## config.mk

```make
export PLATFORM = sky130hd
export DESIGN_NAME = f2h_dma_req_arbiter
export DESIGN_NICKNAME = d
export VERILOG_FILES = /design/src/rtl/f2h_dma_req_arbiter.sv
export SDC_FILE = /design/constraint.sdc
export NUM_CORES = 1
export LEC_CHECK = 0
export CELL_PAD_IN_SITES_DETAIL_PLACEMENT = 0
export CELL_PAD_IN_SITES_GLOBAL_PLACEMENT = 1
export CORE_MARGIN = 4
export CORE_UTILIZATION = 40
export CTS_BUF_LIST = sky130_fd_sc_hd__clkbuf_16
export DETAILED_ROUTE_END_ITERATION = 8
export PLACE_DENSITY = 0.76
export REMOVE_ABC_BUFFERS = 1
export SYNTH_ARGS = -nofsm -noshare
export SYNTH_HDL_FRONTEND = slang
export SYNTH_SLANG_ARGS = --single-unit
export TNS_END_PERCENT = 5
```

## constraint.sdc

```tcl
create_clock -name clk_clk -period 5.9 [get_ports clk_clk]
set_clock_uncertainty 0.2 [all_clocks]
set_input_delay 1.77 -clock clk_clk [delete_from_list [all_inputs] [get_ports clk_clk]]
set_output_delay 1.77 -clock clk_clk [all_outputs]
set_load 0.01 [all_outputs]
```

## src/rtl/f2h_dma_req_arbiter.sv

```systemverilog
// Round-robin sharing of one HPS FPGA-to-HPS DMA request channel among NUM_REQ requesters.
// The grant is held until the HPS acks, the owner withdraws or the wait timer expires.
//
// state   | meaning
// IDLE    | no owner; arbitrate among active requesters starting at rr_ptr
// ISSUE   | owner's request bits forwarded to HPS; waiting for dma_ack
// RELEASE | handshake closed; waiting for dma_ack to fall before next arbitration
module f2h_dma_req_arbiter #(
  parameter int NUM_REQ        = 2,
  parameter int IDW            = (NUM_REQ > 1) ? $clog2(NUM_REQ) : 1,
  parameter int TIMEOUT_CYCLES = 4096
) (
  input  logic               clk_clk,
  input  logic               reset_reset_n,
  input  logic [NUM_REQ-1:0] req_burst,
  input  logic [NUM_REQ-1:0] req_single,
  output logic [NUM_REQ-1:0] req_ack,
  output logic               dma_req,
  output logic               dma_single,
  input  logic               dma_ack,
  output logic [IDW-1:0]     grant_id,
  output logic               busy,
  output logic               timeout_pulse,
  output logic [7:0]         timeout_count
);

  localparam int WCW = (TIMEOUT_CYCLES > 1) ? $clog2(TIMEOUT_CYCLES + 1) : 1;

  typedef enum logic [1:0] {
    ST_IDLE    = 2'd0,
    ST_ISSUE   = 2'd1,
    ST_RELEASE = 2'd2
  } state_t;

  state_t             state, state_nxt;
  logic [IDW-1:0]     rr_ptr, rr_nxt, gid_nxt;
  logic [WCW-1:0]     wait_cnt, wait_nxt;
  logic               dma_req_nxt, dma_single_nxt, to_pulse_nxt;
  logic [NUM_REQ-1:0] req_ack_nxt;
  logic [7:0]         to_count_nxt;
  logic [NUM_REQ-1:0] active;
  logic               found;
  logic [IDW-1:0]     winner;
  logic               own_burst, own_single, timeout_hit;

  assign active     = req_burst | req_single;
  assign own_burst  = req_burst[grant_id];
  assign own_single = req_single[grant_id];

  // The wait counter equals the number of completed ISSUE cycles, so the limit
  // is reached on the cycle whose increment would make it TIMEOUT_CYCLES.
  assign timeout_hit = (TIMEOUT_CYCLES != 0) &&
                       (wait_cnt == WCW'(TIMEOUT_CYCLES - 1));

  always_comb begin : arbitrate
    int idx;
    idx    = 0;
    found  = 1'b0;
    winner = '0;
    for (int k = 0; k < NUM_REQ; k++) begin
      idx = int'(rr_ptr) + k;
      if (idx >= NUM_REQ) idx = idx - NUM_REQ;
      if (!found && active[idx]) begin
        found  = 1'b1;
        winner = IDW'(idx);
      end
    end
  end

  always_comb begin : next_state
    state_nxt      = state;
    rr_nxt         = rr_ptr;
    gid_nxt        = grant_id;
    wait_nxt       = wait_cnt;
    dma_req_nxt    = 1'b0;
    dma_single_nxt = 1'b0;
    req_ack_nxt    = '0;
    to_pulse_nxt   = 1'b0;
    to_count_nxt   = timeout_count;
    case (state)
      ST_IDLE: begin
        if (found) begin
          state_nxt      = ST_ISSUE;
          gid_nxt        = winner;
          wait_nxt       = '0;
          dma_req_nxt    = req_burst[winner];
          dma_single_nxt = req_single[winner];
        end
      end
      ST_ISSUE: begin
        if (TIMEOUT_CYCLES != 0) wait_nxt = wait_cnt + 1'b1;
        if (dma_ack) begin
          req_ack_nxt[grant_id] = 1'b1;
          state_nxt             = ST_RELEASE;
        end else if (!own_burst && !own_single) begin
          state_nxt = ST_RELEASE;
        end else if (timeout_hit) begin
          to_pulse_nxt = 1'b1;
          if (timeout_count != 8'hFF) to_count_nxt = timeout_count + 8'd1;
          state_nxt = ST_RELEASE;
        end else begin
          dma_req_nxt    = own_burst;
          dma_single_nxt = own_single;
        end
      end
      ST_RELEASE: begin
        if (!dma_ack) begin
          state_nxt = ST_IDLE;
          rr_nxt    = (grant_id == IDW'(NUM_REQ - 1)) ? '0 : grant_id + 1'b1;
        end
      end
      default: state_nxt = ST_IDLE;
    endcase
  end

  always_ff @(posedge clk_clk) begin
    if (!reset_reset_n) begin
      state         <= ST_IDLE;
      rr_ptr        <= '0;
      grant_id      <= '0;
      wait_cnt      <= '0;
      dma_req       <= 1'b0;
      dma_single    <= 1'b0;
      req_ack       <= '0;
      busy          <= 1'b0;
      timeout_pulse <= 1'b0;
      timeout_count <= 8'd0;
    end else begin
      state         <= state_nxt;
      rr_ptr        <= rr_nxt;
      grant_id      <= gid_nxt;
      wait_cnt      <= wait_nxt;
      dma_req       <= dma_req_nxt;
      dma_single    <= dma_single_nxt;
      req_ack       <= req_ack_nxt;
      busy          <= (state_nxt != ST_IDLE);
      timeout_pulse <= to_pulse_nxt;
      timeout_count <= to_count_nxt;
    end
  end

endmodule
```

==> flow_summary.ini, run 1 <==
[global_routing]
grt_max_degree = 24
track_usage = 0.156
grt_pass1_vias = 1387
grt_pass1_wl_um = 6360
grt-ovfl-total = 0
antenna_found_initial = 0

[route]
ant_nets = 0
vias = 1459
drcViolationCount = 0
dr.pass1.iters = 4
viasPerCell = 5.68
drtIter0Drc = 107
wl_per_cell_um = 14.3
drt_wl_total_um = 3680

[clock_network]
cts_buffers = 5
cts_max_path_buffers = 2
cts_hold_buf = 0
cts_tree = built
cts-root-buf = clkbuf_16
cts_setup_buffers = 0
cts_sinks = 31
insertion_delay_ns = 0.27
clkTransAtPathRegs_ns = 0.05
ctsResizeCount = 0
cts_htree_levels = 2

[sta]
finalHoldViolCount = 0
fin_crit_sh = 0.599
period_minus_slack_ns = 3.53
max_freq_mhz = 283
setup_tns_ns = 0
worst_pin_slew_ns = 0.659
maxSlewViolCount = 0
setup_viol = 0
slew_headroom = 0.560
rsz0062_at_grt = false

[yosys]
synth-async-reset-ratio = 0
synth_edf_count = 0
synthFlopType = dfxtp_1
synthCells = 188
synth_cell_types = 47
ys_seq_area_frac = 0.376
yosysWarnings = 0
synth_area_um2 = 1650
synth_seq_cells = 31
syn_area_per_cell_um2 = 8.79

[power_and_ir_drop]
power.leakage_uw = 0.000716
max-vdd-ir-drop_uv = 119
power_density_nw_per_um2 = 252

[floorplanning]
row_count = 23
die_h_um = 72.3
die-area_um2 = 5220
coreArea_um2 = 4000
pin_count = 22
start_util = 0.413
die_width_um = 72.3

[setup_path]
reg2reg_from = state[1]$_SDFF_PN0_
cp_max_fo = 7
required_ns = 5.90
crit_chain = clkdlybuf4s50_1 > nor2_1 > a2111o_1 > nor4_2 > mux2i_1
slowest_stage = a2111o_1
cp-startpoint = req_burst[1]
crit_path_max_incr_delay_ns = 0.57
path_buf_inv = 1
crit_type = input port to flip-flop
critPathArrivalTime_ns = 3.53
cp-start-kind = input port
crit_family = compound AO/OA/AOI/OAI gates
worst_setup_path_end_kind = flip-flop

[placed_design]
post-dp-hpwl_um = 2660
port_buffers = 21
gp_congestion = 0.831

[layout]
final_core_util = 0.505
n_antenna_cell = 0
drive_gt1_frac = 0.0870
nNetsFinal = 215
syn2layout_area_growth_pct = 22.3

[min_path]
hp-class = flip-flop to flip-flop
hold_start = wait_cnt[12]$_SDFFE_PN0P_

[run_status]
status = finished clean

[job]
cap_violations = 0
==> cells in the final DEF, fill, tap and decap left out, types with 5 or more instances in the layout <==
cell type / synthesis / final
a21oi_1: 10 / 10
nand2_1: 17 / 17
nand3_1: 11 / 11
dfxtp_1: 31 / 31
nor3_1: 6 / 6
clkdlybuf4s50_1: 0 / 21
nor2_1: 6 / 6
nand2b_1: 10 / 10
o21ai_0: 7 / 7
and3_1: 8 / 8
clkbuf_16: 0 / 5
mux2i_1: 9 / 9
==> area by class of cell <==
class | count | area, um^2
Clock buffer | 5 | 125
Clock inverter | 3 | 12.5
Fill cell | 397 | 1980
Inverter | 2 | 7.51
Multi-Input combinational cell | 144 | 973
Sequential cell | 31 | 621
Tap cell | 50 | 62.6
Timing Repair Buffer | 22 | 218
==> power by group <==
group	internal (uW)	switching [uW]	leakage [uW]
clock	152	84.0	0.0000762
combinational	21.4	30.6	0.000389
sequential	215	5.46	0.000251
==> stage by stage <==
step / cells / setup WS, ns / instance area [um^2] / total power [uW] / hold WS, ns
floorplan: 177 / 2.79 / 1600 / 252 / 0.248
global placement: 249 / 2.12 / 1880 / 275 / 0.267
detailed placement: 249 / 2.08 / 1880 / 277 / 0.275
CTS: 257 / 2.36 / 2020 / 515 / 0.282
global route: 257 / 2.23 / 2020 / 533 / 0.313
finish: 257 / 2.37 / 2020 / 508 / 0.277
==> Yosys cell counts (4+ instances only) <==
cell,n,area share
dfxtp_1,31,0.38
nand2_1,17,0.039
nand3_1,11,0.033
a21oi_1,10,0.030
nand2b_1,10,0.038
clkbuf_1,9,0.020
mux2i_1,9,0.055
and3_1,8,0.030
o21ai_0,7,0.021
nor2_1,6,0.014
nor3_1,6,0.018
a21boi_1,4,0.018
nand4_1,4,0.015
nor2b_1,4,0.015
o21a_1,4,0.018
==> flip-flops by register name (all words and copies together), names as in the netlist <==
| register | cells |
|---|---|
| dma_single | 1 |
| req_ack | 2 |
| state | 2 |
| grant_id | 1 |
| wait_cnt | 13 |
| dma_req | 1 |
| busy | 1 |
| timeout_pulse | 1 |
| rr_ptr | 1 |
| timeout_count | 8 |
==> worst reg2reg max path: cells and delay by family (launching register included) <==
family / cells / cell delay [ns]
simple gates: 2 / 0.81
compound gates: 1 / 0.68
flops: 1 / 0.37
mux: 1 / 0.22
==> worst paths after layout <==
check | slack (ns) | cells after the start | endpoint
worst min register to register | 0.28 | 2 | wait_cnt[12]$_SDFFE_PN0P_
worst min-delay path | 0.28 | 2 | wait_cnt[12]$_SDFFE_PN0P_
worst max-delay path | 2.37 | 5 | timeout_count[7]$_SDFFE_PN0P_
worst max register to register | 3.57 | 4 | timeout_count[7]$_SDFFE_PN0P_
==> logic make-up (layout without fill, tap and decap cells) <==
family | after synthesis | in the layout | share of synthesized area
AO/OA/AOI/OAI | 40 | 40 | 0.160
XOR/XNOR | 1 | 1 | 0.00530
adder cells (fa/ha/maj) | 2 | 2 | 0.0151
buffers and inverters | 13 | 32 | 0.0348
flip-flops | 31 | 31 | 0.376
multiplexers | 11 | 11 | 0.0682
AND/OR/NAND/NOR | 90 | 90 | 0.341
==> routing by layer <==
metal,GRT usage,vias up,routed length [um]
li1,-,726,-
met2,0.241,29,1750
met3,0.0485,6,193
met1,0.200,698,1690
met4,0.0668,0,49
met5,0,-,0
Power figures use the tool's default switching activity.
==> run 2: changes to the inputs <==
Settings changed: CORE_UTILIZATION 40 to 37, PLACE_DENSITY 0.76 to 0.74.
Clock period 5.9 ns to 2.88 ns, I/O delays scaled along.
==> run 2 against run 1 <==
Against the previous run:
- register-to-register slack worse by 3.0 ns
- flip-flop and latch count is the same
- cell area grew 2.7%
- core utilization shrank 2.5 points
- critical path depth unchanged
==> flow_summary.ini, run 2 (synthesis results as in run 1) <==
[run_status]
status = finished clean

[sta]
maxSlewViolCount = 0
slew_headroom = 0.554
period_minus_slack_ns = 2.64
worst_pin_slew_ns = 0.669
setup_viol = 0
fin_ws_ns = 0.240
setup_tns_ns = 0
rsz0062_at_grt = false
max_freq_mhz = 379
fin_crit_sh = 0.917
finalHoldViolCount = 0

[min_path]
hp-class = flip-flop to flip-flop
hold_start = wait_cnt[12]$_SDFFE_PN0P_
whs_path_depth = 2
hold_end = wait_cnt[12]$_SDFFE_PN0P_

[power_and_ir_drop]
pwr-share-comb = 0.111
power_density_nw_per_um2 = 506
clkPwrFrac = 0.461
p_sw_frac = 0.235
power.leakage_uw = 0.000744
p_sw_uw = 247
max-vdd-ir-drop_uv = 310
intPower_uw = 802
pwr-share-seq = 0.428

[route]
dr_wl_met3_um = 137
wl_per_cell_um = 14.0
dr.pass1.iters = 4
wl_met2_um = 1770
top_layer = met4
vias = 1469
wl_met1_um = 1790
drtIter0Drc = 114
drt_wl_total_um = 3730
ant_nets = 0
drcViolationCount = 0
viasPerCell = 5.52

[layout]
stdcell_area_um2 = 2070
reg_top3 = wait_cnt (13), timeout_count (8)
n_antenna_cell = 0
syn2layout_area_growth_pct = 25.5
drive_gt1_frac = 0.112
top_register = wait_cnt
most-common-layout-cells = 31 x dfxtp_1, 21 x clkdlybuf4s50_1, 17 x nand2_1
largest_reg_flops = 13
nNetsFinal = 222
layout_commonest_cell = dfxtp_1

[setup_path]
crit_type = input port to flip-flop
r2r_end = timeout_count[2]$_SDFFE_PN0P_
r2r_setup_slack_ns = 0.57
rr_worst_depth = 5
required_ns = 2.87
cp_max_fo = 7
crit_path_max_incr_delay_ns = 0.57
crit_family = compound AO/OA/AOI/OAI gates
critPathArrivalTime_ns = 2.63
worst_setup_path_end_kind = flip-flop
path_buf_inv = 1
cp-start-kind = input port
crit_chain = clkdlybuf4s50_1 > nor2_1 > a2111o_1 > nor4b_2 > mux2i_1
reg2reg_from = wait_cnt[0]$_SDFFE_PN0P_
slowest_stage = a2111o_1

[floorplanning]
die_width_um = 74.8
row_count = 24
die-area_um2 = 5600
coreArea_um2 = 4320
die_h_um = 74.8
start_util = 0.382
pin_count = 22

[clock_network]
cts_buffers = 5
cts_tree = built
ctsResizeCount = 0
clkTransAtPathRegs_ns = 0.05
insertion_delay_ns = 0.27
cts_hold_buf = 0
cts_max_path_buffers = 2
cts-root-buf = clkbuf_16
cts_sinks = 31
cts_htree_levels = 2
cts_setup_buffers = 0

[global_routing]
grt_max_degree = 17
grt_pass1_vias = 1394
grt-ovfl-total = 0
antenna_found_initial = 0
grt_pass1_wl_um = 6400
track_usage = 0.149

[placed_design]
pre_cts_ws_ns = -0.0523
post-dp-hpwl_um = 2640
port_buffers = 21
gp_congestion = 0.816
placed_area_um2 = 1940

[job]
cap_violations = 0
run 2: cell types whose count changed in the layout (fill, tap and decap cells not counted):
cell and change:
inv_1 -1, buf_4 +7, clkinv_1 +2, clkinv_2 -1
run 2: layout make-up:
| cell class | instances | area (um^2) |
|---|---|---|
| Inverter | 2 | 7.51 |
| Fill cell | 415 | 2250 |
| Clock inverter | 3 | 11.3 |
| Clock buffer | 5 | 125 |
| Tap cell | 52 | 65.1 |
| Timing Repair Buffer | 29 | 270 |
| Sequential cell | 31 | 621 |
| Multi-Input combinational cell | 144 | 973 |
run 2: power by group through the flow:
stage                     Clock, uW  Combinational, uW  Sequential, uW
final                           483                116             449
after global routing            520                127             450
after CTS                       499                117             449
after detailed placement          0                116             458
after global placement            0                115             457
after floorplan                   0               56.0             460
run 2: metal layers:
| layer | up-vias | track usage |
|---|---|---|
| met1 | 693 | 0.199 |
| met5 | - | 0 |
| met4 | 0 | 0.0474 |
| li1 | 741 | - |
| met2 | 33 | 0.231 |
| met3 | 2 | 0.0441 |
run 2: worst max path at each step:
| stage | cells past startpoint | to | slack, ns | start |
|---|---|---|---|---|
| detailed placement | 5 | timeout_count[2]$_SDFFE_PN0P_ | -0.05 | req_burst[1] |
| finish | 5 | timeout_count[2]$_SDFFE_PN0P_ | 0.24 | req_burst[1] |
| global route | 5 | timeout_count[4]$_SDFFE_PN0P_ | 0.14 | req_burst[1] |
| global placement | 5 | timeout_count[2]$_SDFFE_PN0P_ | 0.03 | req_burst[1] |
| CTS | 5 | timeout_count[2]$_SDFFE_PN0P_ | 0.23 | req_burst[1] |
| floorplan | 4 | timeout_count[2]$_SDFFE_PN0P_ | 0.67 | req_burst[1] |
run 2: worst register-to-register path, cell delays in order (launching register included):
cell	delay [ns]
dfxtp_1	0.41
ha_1	0.27
nand4_1	0.19
or4_4	0.65
nor4b_2	0.30
mux2i_1	0.22
run 2: stage by stage:
| stage | power (uW) | hold slack, ns | std cells | util |
|---|---|---|---|---|
| 2_1_floorplan | 516 | 0.248 | 177 | - |
| 3_3_place_gp | 573 | 0.261 | 258 | 0.448 |
| 3_5_place_dp | 574 | 0.271 | 258 | 0.448 |
| 4_1_cts | 1060 | 0.278 | 266 | 0.479 |
| 5_1_grt | 1100 | 0.301 | 266 | 0.479 |
| 6_report | 1050 | 0.273 | 266 | 0.479 |
==> run 3: changes to the inputs <==
Settings changed: CORE_UTILIZATION 37 to 40, PLACE_DENSITY 0.74 to 0.76, SETUP_SLACK_MARGIN set to 0.1.
Clock period 2.88 ns to 3.2 ns, I/O delays scaled along.
==> run 3 against run 2 <==
Against the previous run:
- clock power shrank 10%
- non-clock buffer count shrank 5
- clock-buffer cell count is the same
- combinational power shrank 16%
- die area shrank 6.7%
- critical path depth is the same
- sequential share of layout area grew 0.57 points
- final cell count shrank 2.6%
- first-iteration DRC count shrank 8.8%
- cell area shrank 1.9%
- worst setup slack gained 0.22 ns
- core utilization grew 2.9 points
==> flow_summary.ini, run 3 (synthesis results as in run 1) <==
[setup_path]
path_depth = 5
required_ns = 3.20
cp_max_fo = 7
rr_worst_depth = 5
worst_setup_path_end_kind = flip-flop
crit_type = input port to flip-flop
slowest_stage = a2111o_1
r2r_setup_slack_ns = 0.87
cp-start-kind = input port
crit_path_max_incr_delay_ns = 0.57
reg2reg_from = wait_cnt[0]$_SDFFE_PN0P_
crit_chain = clkdlybuf4s50_1 > nor2_1 > a2111o_1 > nor4b_2 > mux2i_1
crit_family = compound AO/OA/AOI/OAI gates
r2r_end = timeout_count[2]$_SDFFE_PN0P_
critPathArrivalTime_ns = 2.74
cp-startpoint = req_burst[1]
path_buf_inv = 1

[placed_design]
placed_area_um2 = 1900
pre_cts_ws_ns = 0.168
post-dp-hpwl_um = 2750
port_buffers = 21
gp_congestion = 0.811

[layout]
most-common-layout-cells = 31 x dfxtp_1, 21 x clkdlybuf4s50_1, 17 x nand2_1
drive_gt1_frac = 0.0957
layout_commonest_cell = dfxtp_1
stdcell_area_um2 = 2030
n_antenna_cell = 0
multiInputGateArea_um2 = 973
final_core_util = 0.509
largest_reg_flops = 13
reg_top3 = wait_cnt (13), timeout_count (8)
syn2layout_area_growth_pct = 23.2
regArea_um2 = 621
top_register = wait_cnt
nNetsFinal = 217
n_fill_cell = 369

[min_path]
hp-class = flip-flop to flip-flop
hold_end = timeout_count[7]$_SDFFE_PN0P_
hold_start = timeout_count[7]$_SDFFE_PN0P_
whs_path_depth = 2

[global_routing]
grt_max_degree = 28
grt_pass1_vias = 1328
antenna_found_initial = 0
track_usage = 0.154
grt-ovfl-total = 0
top_usage_layer = met2
grtUsageMet1 = 0.205
met2_usage = 0.242
grt_pass1_wl_um = 6340
grtUsageMet3 = 0.0388

[power_and_ir_drop]
max-vdd-ir-drop_uv = 241
power.leakage_uw = 0.000726
power_density_nw_per_um2 = 461

[clock_network]
cts-root-buf = clkbuf_16
ctsResizeCount = 0
cts_setup_buffers = 0
clkTransAtPathRegs_ns = 0.05
cts_hold_buf = 0
cts_max_path_buffers = 2
cts_buffers = 5
cts_sinks = 31
cts_tree = built
insertion_delay_ns = 0.27
cts_htree_levels = 2

[route]
wl_per_cell_um = 14.3
drcViolationCount = 0
ant_nets = 0
dr.pass1.iters = 4
drtIter0Drc = 104
drt_wl_total_um = 3710
viasPerCell = 5.69
vias = 1474

[sta]
setup_viol = 0
worst_pin_slew_ns = 0.633
setup_tns_ns = 0
fin_ws_ns = 0.458
finalHoldViolCount = 0
period_minus_slack_ns = 2.74
max_freq_mhz = 365
rsz0062_at_grt = false
hold_slack_ns = 0.280
slew_headroom = 0.578
fin_crit_sh = 0.857
maxSlewViolCount = 0

[floorplanning]
pin_count = 22
die_h_um = 72.3
row_count = 23
start_util = 0.413
die_width_um = 72.3
die-area_um2 = 5220
coreArea_um2 = 4000

[run_status]
status = finished clean

[job]
cap_violations = 0
==> run 3: changes by cell type in the layout (fill, tap and decap cells not counted) <==
cell	change
clkinv_1	-2
clkinv_2	+1
inv_1	+1
buf_4	-5
==> run 3: worst min-delay path, delay by kind of cell (launching register included) <==
| family | cells | cell delay (ns) |
|---|---|---|
| flops | 1 | 0.32 |
| mux | 1 | 0.05 |
| simple gates | 1 | 0.06 |
==> run 3: cell type report <==
type / count / share of cell area
inverters: 2 / 0.00369
flip-flops and latches: 31 / 0.305
clock inverters: 3 / 0.00615
well taps: 50 / 0.0308
repair buffers: 24 / 0.114
multi-input cells: 144 / 0.478
clock buffers: 5 / 0.0615
==> run 3: how the worst max path moves through the flow <==
| stage | endpoint | slack, ns |
|---|---|---|
| floorplan | timeout_count[2]$_SDFFE_PN0P_ | 0.90 |
| global placement | timeout_count[4]$_SDFFE_PN0P_ | 0.22 |
| detailed placement | timeout_count[2]$_SDFFE_PN0P_ | 0.17 |
| CTS | timeout_count[2]$_SDFFE_PN0P_ | 0.43 |
| global route | timeout_count[7]$_SDFFE_PN0P_ | 0.34 |
| finish | timeout_count[2]$_SDFFE_PN0P_ | 0.46 |
==> run 3: power breakdown <==
part           switching (uW)  internal (uW)
sequential               9.85            397
combinational            55.4           42.3
clock                     153            280
==> run 3: metrics by stage <==
step,std cells,total power [uW]
global route,259,981
floorplan,177,465
CTS,259,951
global placement,251,511
detailed placement,251,513
finish,259,937
==> run 3: routing by layer <==
layer | up-vias | share of wire
met3 | 4 | 0.052
met4 | 0 | 0.010
li1 | 729 | -
met2 | 40 | 0.48
met1 | 701 | 0.46
met5 | - | 0
